===== src/rtl/mul_div_unit.sv =====
// rtl/mul_div_unit.sv - iterative RV32IM multiply/divide unit with fixed 33-edge latency
module mul_div_unit (
  input  logic        CLK,
  input  logic        RESET,
  input  logic        START,
  input  logic [2:0]  FUNCT3,
  input  logic [31:0] DATA1,
  input  logic [31:0] DATA2,
  output logic        BUSY,
  output logic        DONE,
  output logic [31:0] RESULT
);

  typedef enum logic [1:0] {S_IDLE, S_CALC, S_FINISH} state_t;

  localparam logic [2:0] OP_MUL    = 3'b000;
  localparam logic [2:0] OP_MULH   = 3'b001;
  localparam logic [2:0] OP_MULHSU = 3'b010;
  localparam logic [2:0] OP_MULHU  = 3'b011;
  localparam logic [2:0] OP_DIV    = 3'b100;
  localparam logic [2:0] OP_DIVU   = 3'b101;
  localparam logic [2:0] OP_REM    = 3'b110;
  localparam logic [2:0] OP_REMU   = 3'b111;

  state_t      state_q, state_d;
  logic [2:0]  op_q, op_d;
  logic [63:0] acc_q, acc_d;      // mul: {partial hi, multiplier lo}; div: {remainder, quotient}
  logic [31:0] b_mag_q, b_mag_d;
  logic        a_neg_q, a_neg_d;
  logic        b_neg_q, b_neg_d;
  logic [4:0]  cnt_q, cnt_d;
  logic [31:0] result_q, result_d;
  logic        done_q, done_d;

  // operand decode at acceptance
  logic        a_signed_in, b_signed_in, a_neg_in, b_neg_in;
  logic [31:0] a_mag_in, b_mag_in;

  // iteration and finish datapath
  logic [32:0] mul_sum;
  logic [63:0] mul_next;
  logic [32:0] div_shift;
  logic [33:0] div_diff;
  logic [63:0] div_next;
  logic [63:0] prod_signed;
  logic [31:0] quo_signed, rem_signed, result_sel;
  logic        div_by_zero;

  // Decode signedness and operand magnitudes from the live inputs
  always_comb begin
    a_signed_in = (FUNCT3 == OP_MULH) || (FUNCT3 == OP_MULHSU) ||
                  (FUNCT3 == OP_DIV)  || (FUNCT3 == OP_REM);
    b_signed_in = (FUNCT3 == OP_MULH) || (FUNCT3 == OP_DIV) || (FUNCT3 == OP_REM);
    a_neg_in    = a_signed_in && DATA1[31];
    b_neg_in    = b_signed_in && DATA2[31];
    // 0x80000000 negates to itself, which read unsigned is exactly 2^31
    a_mag_in    = a_neg_in ? (~DATA1 + 32'd1) : DATA1;
    b_mag_in    = b_neg_in ? (~DATA2 + 32'd1) : DATA2;
  end

  // One shift-add multiply step and one restoring divide step on the accumulator
  always_comb begin
    mul_sum   = {1'b0, acc_q[63:32]} + (acc_q[0] ? {1'b0, b_mag_q} : 33'd0);
    mul_next  = {mul_sum, acc_q[31:1]};
    div_shift = acc_q[63:31];
    div_diff  = {1'b0, div_shift} - {2'b00, b_mag_q};
    div_next  = div_diff[33] ? {div_shift[31:0], acc_q[30:0], 1'b0}
                             : {div_diff[31:0],  acc_q[30:0], 1'b1};
  end

  // Sign correction and result selection for the FINISH state
  always_comb begin
    prod_signed = (a_neg_q ^ b_neg_q) ? (~acc_q + 64'd1) : acc_q;
    quo_signed  = (a_neg_q ^ b_neg_q) ? (~acc_q[31:0] + 32'd1) : acc_q[31:0];
    // With a zero divisor every trial subtract succeeds, so the remainder ends up
    // equal to the dividend magnitude and re-signing it yields DATA1 unchanged.
    rem_signed  = a_neg_q ? (~acc_q[63:32] + 32'd1) : acc_q[63:32];
    div_by_zero = (b_mag_q == 32'd0);
    result_sel  = 32'd0;
    case (op_q)
      OP_MUL:                     result_sel = prod_signed[31:0];
      OP_MULH, OP_MULHSU, OP_MULHU: result_sel = prod_signed[63:32];
      OP_DIV, OP_DIVU:            result_sel = div_by_zero ? 32'hFFFF_FFFF : quo_signed;
      OP_REM, OP_REMU:            result_sel = rem_signed;
      default:                    result_sel = 32'd0;
    endcase
  end

  // State register and datapath flops
  always_ff @(posedge CLK) begin
    if (RESET) begin
      state_q  <= S_IDLE;
      op_q     <= 3'd0;
      acc_q    <= 64'd0;
      b_mag_q  <= 32'd0;
      a_neg_q  <= 1'b0;
      b_neg_q  <= 1'b0;
      cnt_q    <= 5'd0;
      result_q <= 32'd0;
      done_q   <= 1'b0;
    end else begin
      state_q  <= state_d;
      op_q     <= op_d;
      acc_q    <= acc_d;
      b_mag_q  <= b_mag_d;
      a_neg_q  <= a_neg_d;
      b_neg_q  <= b_neg_d;
      cnt_q    <= cnt_d;
      result_q <= result_d;
      done_q   <= done_d;
    end
  end

  // Next-state: accept in IDLE, 32 iterations in CALC, one FINISH edge
  always_comb begin
    state_d = state_q;
    case (state_q)
      S_IDLE:   if (START) state_d = S_CALC;
      S_CALC:   if (cnt_q == 5'd31) state_d = S_FINISH;
      S_FINISH: state_d = S_IDLE;
      default:  state_d = S_IDLE;
    endcase
  end

  // Datapath updates: latch operands, iterate, then register the result
  always_comb begin
    op_d     = op_q;
    acc_d    = acc_q;
    b_mag_d  = b_mag_q;
    a_neg_d  = a_neg_q;
    b_neg_d  = b_neg_q;
    cnt_d    = cnt_q;
    result_d = result_q;
    done_d   = 1'b0;
    case (state_q)
      S_IDLE: begin
        if (START) begin
          op_d    = FUNCT3;
          acc_d   = {32'd0, a_mag_in};
          b_mag_d = b_mag_in;
          a_neg_d = a_neg_in;
          b_neg_d = b_neg_in;
          cnt_d   = 5'd0;
        end
      end
      S_CALC: begin
        acc_d = op_q[2] ? div_next : mul_next;
        cnt_d = cnt_q + 5'd1;
      end
      S_FINISH: begin
        result_d = result_sel;
        done_d   = 1'b1;
      end
      default: ;
    endcase
  end

  // Outputs: BUSY from state, DONE and RESULT straight from flops
  always_comb begin
    BUSY   = (state_q != S_IDLE);
    DONE   = done_q;
    RESULT = result_q;
  end

endmodule


===== config.mk =====
export PLATFORM = sky130hd
export DESIGN_NAME = mul_div_unit
export DESIGN_NICKNAME = d
export VERILOG_FILES = /design/src/rtl/mul_div_unit.sv
export SDC_FILE = /design/constraint.sdc
export NUM_CORES = 1
export LEC_CHECK = 0
export ABC_AREA = 0
export BUFFER_PORTS_ARGS = -buffer_cell sky130_fd_sc_hd__buf_2
export CAP_MARGIN = 5
export CORE_MARGIN = 5
export CORE_UTILIZATION = 55
export DETAILED_ROUTE_END_ITERATION = 16
export HOLD_SLACK_MARGIN = 0.12
export PLACE_DENSITY_LB_ADDON = 0.25
export SYNTH_ARGS = -nofsm -noshare
export SYNTH_HDL_FRONTEND = slang
export SYNTH_SLANG_ARGS = --single-unit

===== constraint.sdc =====
create_clock -name CLK -period 8.4 [get_ports CLK]
set_clock_uncertainty 0.05 [all_clocks]
set_input_delay 0.42 -clock CLK [delete_from_list [all_inputs] [get_ports CLK]]
set_output_delay 0.42 -clock CLK [all_outputs]
set_load 0.01 [all_outputs]

==> summary.txt <==
Status
  • Status: complete, no violations

Pwr
  • PD cells: 152 mW/mm^2
  • Net Sw Power: 0.873 mW
  • Sw Ratio: 39.2%
  • Sequential share of power: 34.8%
  • Leakage: 5.85 nW
  • Pint: 1.35 mW
  • Total power: 2.23 mW
  • Clk pwr share: 33.8%
  • VDD IR-drop max: 0.000106 V
  • Comb pwr share: 31.3%

Floorplan
  • IO Pins: 104
  • Die height: 167 um
  • Row count: 57
  • Die footprint: 0.0279 mm^2
  • Die W: 167 um
  • Core Area: 0.0243 mm^2
  • Initial core utilization: 55.9%

Layout
  • FF/Latch Area: 0.00282 mm^2
  • # diodes: 0
  • Nets: 2043
  • Share of cells above drive strength 1: 10.0%
  • Filler cell count: 2350
  • Area growth syn-to-layout: 8.11%
  • Area of the multi-input gates: 0.00997 mm^2

Route
  • Vias per inst: 6.48
  • DRT Wirelength: 45600 um
  • Antenna Nets Post-Route: 0
  • Post-DR wirelength/cell: 20.4 um
  • # DRC: 0
  • Drt pass-1 iters: 6
  • Vias post-DR: 14500
  • Initial DRC count: 1516

Synth
  • Most common library cells after synthesis: nor2_1 (224), a21oi_1 (171), nand2_1 (167)
  • Register area share after synthesis: 20.8%
  • Mux cell area share after synthesis: 2.88%
  • Synth async-reset ratio: 0%
  • Post-synth top area cell: dfxtp_1
  • Yosys warnings: 0
  • Yosys reg bits: 141
  • Compound-Gate Fraction of Synth Area: 30.0%
  • Synthesized area: 0.0136 mm^2
  • Top cell type's share of synthesized area: 20.8%
  • Synth Flop Type: dfxtp_1
  • Synth top area cells: dfxtp_1 (21%), ha_1 (6.4%), a21oi_1 (6.3%)
  • Post-synth EDFFs: 0
  • Adder-Cell Fraction of Synth Area: 6.74%
  • Distinct cells, synth: 85
  • Count leader, synth: nor2_1
  • Avg Cell Area, Syn: 7.13 um^2
  • Synth Area in XOR/XNOR: 11.5%
  • Post-Synth Simple-Gate Area: 21.9%
  • Mapped Nets: 2046
  • Post-synthesis cell count: 1904
  • Largest family of logic cells by synthesized area: compound AO/OA/AOI/OAI gates

CTS
  • Root Buffer: clkbuf_16
  • CTS clk-pin slew, worst paths: 0.07 ns
  • CTS Buffer Depth: 2
  • Number of setup buffers added after CTS: 0
  • CTS Hold Bufs: 0
  • Htree depth: 4
  • Worst-skew pair later-pin latency: 0.43 ns
  • CTS tree: done
  • Post-CTS resize count: 0
  • Sink Count: 141
  • TritonCTS buffer count: 17

Min path
  • Type of the most critical hold path: in -> reg
  • HP Start: FUNCT3[1]

Timing
  • Unrepaired setup endpoints after global routing: false
  • Tmin final: 4.17 ns
  • Rel. slew slack: 26.8%
  • Post-route setup TNS: 0 ns
  • Final period util: 49.7%
  • Setup-failing EPs final: 0
  • FMAX: 0.240 GHz
  • Slew at the pin closest to its max-slew limit: 1.09 ns
  • Slew Limit Fails: 0
  • Final Hold Viols: 0

Place
  • DPL Wire Length: 34200 um
  • Final Wtd Congestion: 1.03
  • I/O Buffers: 103

Critical path
  • Crit Path Class: reg -> reg
  • Beginning of the critical path: acc_q[43]
  • Crit start category: register
  • Reg2reg start: acc_q[43]
  • CP Data Arrival Time: 4.47 ns
  • CP required: 8.69 ns
  • Critical Path Sink Type: register
  • CP max FO: 21

GRT
  • GRT Overall Usage: 31.6%
  • Largest net degree at the start of global routing: 73
  • Total gr overflow: 0
  • Antenna violations before repair: 0
  • Vias in the first global route: 13400
  • First-pass GRT wire length: 72900 um

Run
  • Max-Cap Viols: 0
[logic make-up after synthesis]
logic type,Yosys count
AOI/OAI and AO/OA,628
xor gates and xnor gates,179
adders and majority gates,72
buffers and inverters,213
DFF,141
muxes,39
and+or+nand+nor,632
[path summary, 6_finish.rpt]
| kind | to | slack [ns] | depth (start not counted) |
|---|---|---|---|
| max | acc_q[62] | 4.23 | 10 |
| min | op_q[1] | 0.19 | 3 |
| max reg2reg | acc_q[62] | 4.23 | 10 |
| min reg2reg | RESULT[16] | 0.39 | 2 |
[area by class of cell]
type	instances	area share [%]
multi-input combinational	1550	67.9
sequential	141	19.2
timing repair buffer	123	4.55
clock buffer	18	2.99
tap	324	2.76
inverter	68	1.74
clock inverter	14	0.818
[critical path: stages (launching register included)]
cell and delay, ns:
dfxtp_1 0.73, ha_1 0.40, a21oi_1 0.35, o21ai_0 0.19, o21ai_0 0.32, a31oi_1 0.30
a21boi_4 0.58, nand2b_1 0.51, o21ai_0 0.18, a221o_1 0.29, a22oi_1 0.20
[cell usage in the layout (no fill, tap or decap), types with 62 or more instances in the layout]
cell type	netlist	layout
inv_1	66	66
o21ai_0	130	130
dfxtp_1	141	140
xnor2_1	89	88
buf_2	7	102
xor2_1	90	89
ha_1	70	70
nor2_1	224	224
a21oi_1	171	171
nand2_1	167	166
nor3_1	63	62
a211oi_1	104	104
[per-layer routing]
metal	routed length, um	global-route usage [%]
met1	20200	45.8
met2	19500	47.5
met3	4450	5.87
met4	1330	10.3
met5	0	0
[stage by stage]
step	hold WS (ns)	cell area (um^2)	worst slack [ns]	util, %	instances
after floorplan	0.379	13600	5.18	-	1904
after global placement	0.376	14100	4.46	58.1	2206
after detailed placement	0.384	14100	4.39	58.1	2206
after CTS	0.181	14700	4.33	60.4	2238
after global routing	0.208	14700	3.96	60.4	2238
final	0.194	14700	4.23	60.4	2238
[power by group through the flow]
stage | logic (mW) | clock network, mW | registers, mW
2_1_floorplan | 0.518 | 0 | 0.747
3_3_place_gp | 0.671 | 0 | 0.785
3_5_place_dp | 0.677 | 0 | 0.788
4_1_cts | 0.681 | 0.753 | 0.773
5_1_grt | 0.762 | 0.790 | 0.781
6_report | 0.698 | 0.753 | 0.776
[registers in the layout, indices dropped and copies added, names as in the netlist]
register / count
acc_q: 64
RESULT: 32
b_mag_q: 32
cnt_q: 5
op_q: 3
state_q: 2
DONE: 1
a_neg_q: 1
b_neg_q: 1
Note: power is estimated with default switching activity, not from simulation.
